[src/rtl/fix_to_float_conv.sv]
// Signed fixed-point to sign/exponent/mantissa float converter.
// Iterative normaliser (one left shift per clock) with selectable truncate / round-nearest-even.
module fix_to_float_conv #(
  parameter int IN_W   = 16,
  parameter int FRAC_W = 8,
  parameter int EXP_W  = 5,
  parameter int MAN_W  = 10
) (
  input  logic                   clk,
  input  logic                   reset,
  input  logic                   start,
  input  logic                   rnd_mode,
  input  logic [IN_W-1:0]        fix_in,
  output logic                   busy,
  output logic                   done,
  output logic [EXP_W+MAN_W:0]   flt_out
);

  localparam int BIAS        = 2 ** (EXP_W - 1) - 1;
  localparam int EXP_START_I = BIAS + IN_W - 1 - FRAC_W;
  localparam int EXP_LIMIT   = 2 ** EXP_W - 2;
  // Bit just below the stored mantissa once the leading one sits in the MSB.
  localparam int GUARD_IDX   = IN_W - 2 - MAN_W;

  localparam logic [EXP_W-1:0] EXP_START   = EXP_W'(EXP_START_I);
  localparam logic [IN_W-1:0]  STICKY_MASK = IN_W'((64'(1) << GUARD_IDX) - 64'(1));

  // Parameter sets that could produce denormals, infinities or a missing guard bit are rejected.
  if (IN_W < MAN_W + 2) begin : g_bad_in_w
    $error("fix_to_float_conv: IN_W must be at least MAN_W+2");
  end
  if (BIAS - FRAC_W < 1) begin : g_bad_underflow
    $error("fix_to_float_conv: smallest magnitude would underflow the exponent");
  end
  if (EXP_START_I > EXP_LIMIT) begin : g_bad_overflow
    $error("fix_to_float_conv: largest magnitude would overflow the exponent");
  end

  typedef enum logic [2:0] {
    IDLE,
    ABS,
    NORM,
    ROUND,
    DONE
  } state_t;

  state_t state, next_state;

  logic [IN_W-1:0]  mag;
  logic [EXP_W-1:0] exp_q;
  logic             sgn;
  logic             rnd;
  logic             zero;

  logic             accept;
  logic [MAN_W-1:0] man_trunc;
  logic             guard;
  logic             sticky;
  logic             round_up;
  logic [MAN_W:0]   man_sum;
  logic [MAN_W-1:0] man_rnd;
  logic [EXP_W-1:0] exp_rnd;

  assign busy   = (state == ABS) || (state == NORM) || (state == ROUND);
  assign done   = (state == DONE);
  assign accept = start && !busy;

  // NOTE: every register is written with <= so all flops sample the same pre-edge values.
  always_ff @(posedge clk) begin
    if (reset) begin
      state <= IDLE;
    end else begin
      state <= next_state;
    end
  end

  // NOTE: next_state takes its default before the case so no path leaves it unassigned (no latch).
  always_comb begin
    next_state = state;
    case (state)
      IDLE, DONE: begin
        if (start) next_state = ABS;
      end
      ABS: begin
        next_state = (mag == '0) ? ROUND : NORM;
      end
      NORM: begin
        if (mag[IN_W-1]) next_state = ROUND;
      end
      ROUND: begin
        next_state = DONE;
      end
      default: begin
        next_state = IDLE;
      end
    endcase
  end

  // NOTE: the working datapath carries no reset; the FSM alone decides when its contents matter.
  always_ff @(posedge clk) begin
    case (state)
      IDLE, DONE: begin
        if (accept) begin
          mag   <= fix_in;
          sgn   <= fix_in[IN_W-1];
          rnd   <= rnd_mode;
          exp_q <= EXP_START;
          zero  <= 1'b0;
        end
      end
      ABS: begin
        // Two's-complement negate; the most negative operand lands on 2**(IN_W-1) by itself.
        mag  <= sgn ? (IN_W'(0) - mag) : mag;
        zero <= (mag == '0);
      end
      NORM: begin
        if (!mag[IN_W-1]) begin
          mag   <= mag << 1;
          exp_q <= exp_q - EXP_W'(1);
        end
      end
      default: begin
      end
    endcase
  end

  // Rounding is evaluated from the normalised magnitude; only the ROUND edge consumes it.
  always_comb begin
    man_trunc = mag[IN_W-2 -: MAN_W];
    guard     = mag[GUARD_IDX];
    sticky    = |(mag & STICKY_MASK);
    round_up  = rnd && guard && (sticky || man_trunc[0]);
    man_sum   = {1'b0, man_trunc} + (MAN_W+1)'(round_up);
    man_rnd   = man_sum[MAN_W-1:0];
    exp_rnd   = exp_q + EXP_W'(man_sum[MAN_W]);
  end

  always_ff @(posedge clk) begin
    if (reset) begin
      flt_out <= '0;
    end else if (state == ROUND) begin
      flt_out <= zero ? '0 : {sgn, exp_rnd, man_rnd};
    end
  end

endmodule

[config.mk]
export PLATFORM = sky130hd
export DESIGN_NAME = fix_to_float_conv
export DESIGN_NICKNAME = d
export VERILOG_FILES = /design/src/rtl/fix_to_float_conv.sv
export SDC_FILE = /design/constraint.sdc
export NUM_CORES = 1
export LEC_CHECK = 0
export ABC_AREA = 0
export ABC_CLOCK_PERIOD_IN_PS = 2500
export CAP_MARGIN = 15
export CORE_AREA = 2 2 74 76
export CTS_CLUSTER_SIZE = 25
export DETAILED_ROUTE_END_ITERATION = 16
export DIE_AREA = 0 0 76 78
export GPL_TIMING_DRIVEN = 0
export PLACE_DENSITY = 0.81
export SYNTH_ARGS = -nofsm -noshare
export SYNTH_HDL_FRONTEND = slang
export SYNTH_SLANG_ARGS = --single-unit
[constraint.sdc]
create_clock -name clk -period 2.5 [get_ports clk]
set_input_delay 0.5 -clock clk [delete_from_list [all_inputs] [get_ports clk]]
set_output_delay 0.5 -clock clk [all_outputs]
set_load 0.1 [all_outputs]
==> impl_metrics.toml <==
[drt]
dr_total_vias = 2032
post_drt_wl_per_cell_um = 15.0
dr.first_iter.drc_count = 157
routed_wire_length_um = 5550
drt_drc_violations_left = 0
first_pass_iters = 5
vias_per_cell = 5.51
antenna_violating_nets_post_route = 0

[final_layout]
drive_above_1_share_pct = 13.0
insertedDiodeCount = 0
design.final.nets = 324
number_of_cells_in_the_finished_layout_apart_from_fillers = 369
fillerInstances = 422
area_growth_syn_to_layout_pct = 28.7

[clock_network]
number_of_buffers_inserted_for_hold_repair_after_clock_tree_synthesis = 0
clock_tree.root_cell = "sky130_fd_sc_hd__clkbuf_8"
htreeDepth = 2
worst_setup_hold_path_clk_slew_ns = 0.08
clock_buffers_created_by_tritoncts = 5
cts-root-to-sink-buffers = 2
worstSkewPairLatency_ns = 0.31
clock_sinks = 43
cts_tree = "done"

[sta]
layout_min_cycle_time_ns = 2.46
min_period_over_period_pct = 98.5
totalNegativeSetupSlack_ns = 0
setup-violations-final = 0
final_hold_viol_count = 0
skew_ns = 0.00544
clock.fmax_mhz = 406
slew_viol_final = 0
worst_pin_slew_ns = 0.973
maxSlewHeadroom_pct = 34.9

[floorplanning]
design.core.area_um2 = 5040
die_height_um = 78
placementRows = 26
effective_utilization_at_floorplan_pct = 46.7
design.portCount = 38
fp.dieArea_um2 = 5930
die_width_um = 76

[synth]
synth.net_count = 274
syn_area_um2 = 2350
number_of_synthesized_flops_with_an_enable_pin = 24
synth_top_area_share_pct = 30.6
yosys_most_used_dff = "sky130_fd_sc_hd__edfxtp_1"
synth.top_cells.by_count = "26 x sky130_fd_sc_hd__nor2_1, 24 x sky130_fd_sc_hd__edfxtp_1, 19 x sky130_fd_sc_hd__dfxtp_1"
synthesis.area_per_instance_um2 = 9.49
yosysWarningCount = 0
yosys_register_bits = 43
seq_area_frac_synth_pct = 46.8
postSynthCellCount = 248
synthArstFlopShare_pct = 0
yosys-top-cells-area = "sky130_fd_sc_hd__edfxtp_1 31%, sky130_fd_sc_hd__dfxtp_1 16%, sky130_fd_sc_hd__xnor2_1 6.3%"
yosys.area.top_type = "sky130_fd_sc_hd__edfxtp_1"
synth.most_common_cell = "sky130_fd_sc_hd__nor2_1"
synth.distinct_cells = 39

[grt]
maximum_number_of_pins_on_one_net_before_global_route_repair = 16
global_route_wire_length_before_repair_um = 9090
globalRoute.totalOverflow = 0
first_global_vias = 1949
gr-usage-all-layers_pct = 19.0
number_of_antenna_violations_at_the_first_check_in_global_routing = 0

[placed_design]
post-dp-hpwl_um = 3840
placed_cells_incl_taps = 354
globalplace.congestion = 0.872
port_buffers = 36

[critical_path]
critPathMaxFanout = 10
kind_of_start_point_of_the_critical_path = "register"
cp_data_required_time_ns = 2.53
cp.arrival_ns = 2.49
crit_type = "reg2reg"
critical_path_end_type = "register"

[pwr]
power.density_cell_area_nw_per_um2 = 845
total_leakage_power_nw = 1.07
vdd.ir_drop.worst_mv = 0.430

[min_path]
min_delay_worst_type = "reg2reg"

[flow_run]
timing.max_cap.violations = 0

[run_status]
status = "finished clean"
-- per-layer routing --
metal | vias up | global-route usage [%] | share of wire [%]
met1 | 964 | 24.7 | 44
met2 | 70 | 32.0 | 48
met3 | 9 | 4.07 | 5.7
li1 | 989 | - | -
met5 | - | 0 | 0
met4 | 0 | 5.82 | 1.4
-- metrics by stage --
| step | area (um2) | setup WS (ns) | utilization, % | hold WS, ns | total power [W] |
|---|---|---|---|---|---|
| floorplan | 2350 | 0.146 | - | 0.568 | 0.00175 |
| global placement | 2800 | -0.476 | 55.6 | 0.449 | 0.00197 |
| detailed placement | 2810 | -0.241 | 55.7 | 0.459 | 0.00200 |
| CTS | 2980 | 0.0119 | 59.1 | 0.471 | 0.00252 |
| global route | 3030 | -0.000802 | 60.1 | 0.489 | 0.00271 |
| finish | 3030 | 0.0370 | 60.1 | 0.474 | 0.00256 |
-- state kept, by name, indices dropped and copies added, names as in the netlist --
name,flops
exp_q,5
flt_out,16
mag,16
rnd,1
sgn,1
state,3
zero,1
-- final timing paths --
path                            cells after the start  slack (ns)               startpoint                       to
worst min register to register                      2        0.47  flt_out[7]$_SDFFE_PP0P_  flt_out[7]$_SDFFE_PP0P_
worst max-delay path                                6        0.04         mag[6]$_DFFE_PP_        mag[15]$_DFFE_PP_
worst max register to register                      6        0.04         mag[6]$_DFFE_PP_        mag[15]$_DFFE_PP_
worst min-delay path                                2        0.47  flt_out[7]$_SDFFE_PP0P_  flt_out[7]$_SDFFE_PP0P_
-- cell families after synthesis --
kind of cell / Yosys count / share of synthesized area, %
and+or+nand+nor: 87 / 19.7
AOI/OAI and AO/OA: 57 / 15.5
DFF: 43 / 46.8
buffers and inverters: 29 / 5.21
xor gates and xnor gates: 26 / 9.67
adders and majority gates: 6 / 3.19
-- placed cells by master (no fill, tap or decap), types with 9 or more instances in the layout --
| cell | n |
|---|---|
| sky130_fd_sc_hd__xnor2_1 | 17 |
| sky130_fd_sc_hd__clkbuf_1 | 14 |
| sky130_fd_sc_hd__nand2_1 | 14 |
| sky130_fd_sc_hd__clkdlybuf4s50_1 | 34 |
| sky130_fd_sc_hd__dfxtp_1 | 19 |
| sky130_fd_sc_hd__nor2_1 | 25 |
| sky130_fd_sc_hd__a21oi_1 | 12 |
| sky130_fd_sc_hd__xor2_1 | 9 |
| sky130_fd_sc_hd__o21ai_0 | 18 |
| sky130_fd_sc_hd__edfxtp_1 | 24 |
| sky130_fd_sc_hd__a22oi_1 | 18 |
| sky130_fd_sc_hd__inv_1 | 9 |
-- report_power, final --
group          switching [W]  internal (W)  leakage, nW  total (W)
sequential          0.000124      0.000948        0.380    0.00107
combinational       0.000636      0.000382        0.640    0.00102
clock               0.000249      0.000223       0.0482   0.000472
total                0.00101       0.00155         1.07    0.00256
-- repair_timing --
action                     in CTS  in global routing
setup buffers                   5                  2
setup endpoints to repair      21                 15
pin swaps                       2                  8
resized for setup              13                 12
-- final cells by class --
| class | count | area (um2) | share of cell area [%] |
|---|---|---|---|
| Multi-Input combinational cell | 176 | 1220 | 40.4 |
| Sequential cell | 43 | 1100 | 36.3 |
| Timing Repair Buffer | 43 | 403 | 13.3 |
| Tap cell | 70 | 87.6 | 2.89 |
| Clock buffer | 7 | 86.3 | 2.85 |
| Buffer | 19 | 85.1 | 2.81 |
| Inverter | 10 | 37.5 | 1.24 |
| Clock inverter | 1 | 5.00 | 0.165 |
-- critical path, cell delays in order (launching register included) --
cell	delay [ns]
sky130_fd_sc_hd__edfxtp_1	0.41
sky130_fd_sc_hd__buf_6	0.16
sky130_fd_sc_hd__or4_4	0.57
sky130_fd_sc_hd__or4_4	0.45
sky130_fd_sc_hd__nor4_2	0.24
sky130_fd_sc_hd__xor2_1	0.23
sky130_fd_sc_hd__o21ai_0	0.13
Power figures use the tool's default switching activity.
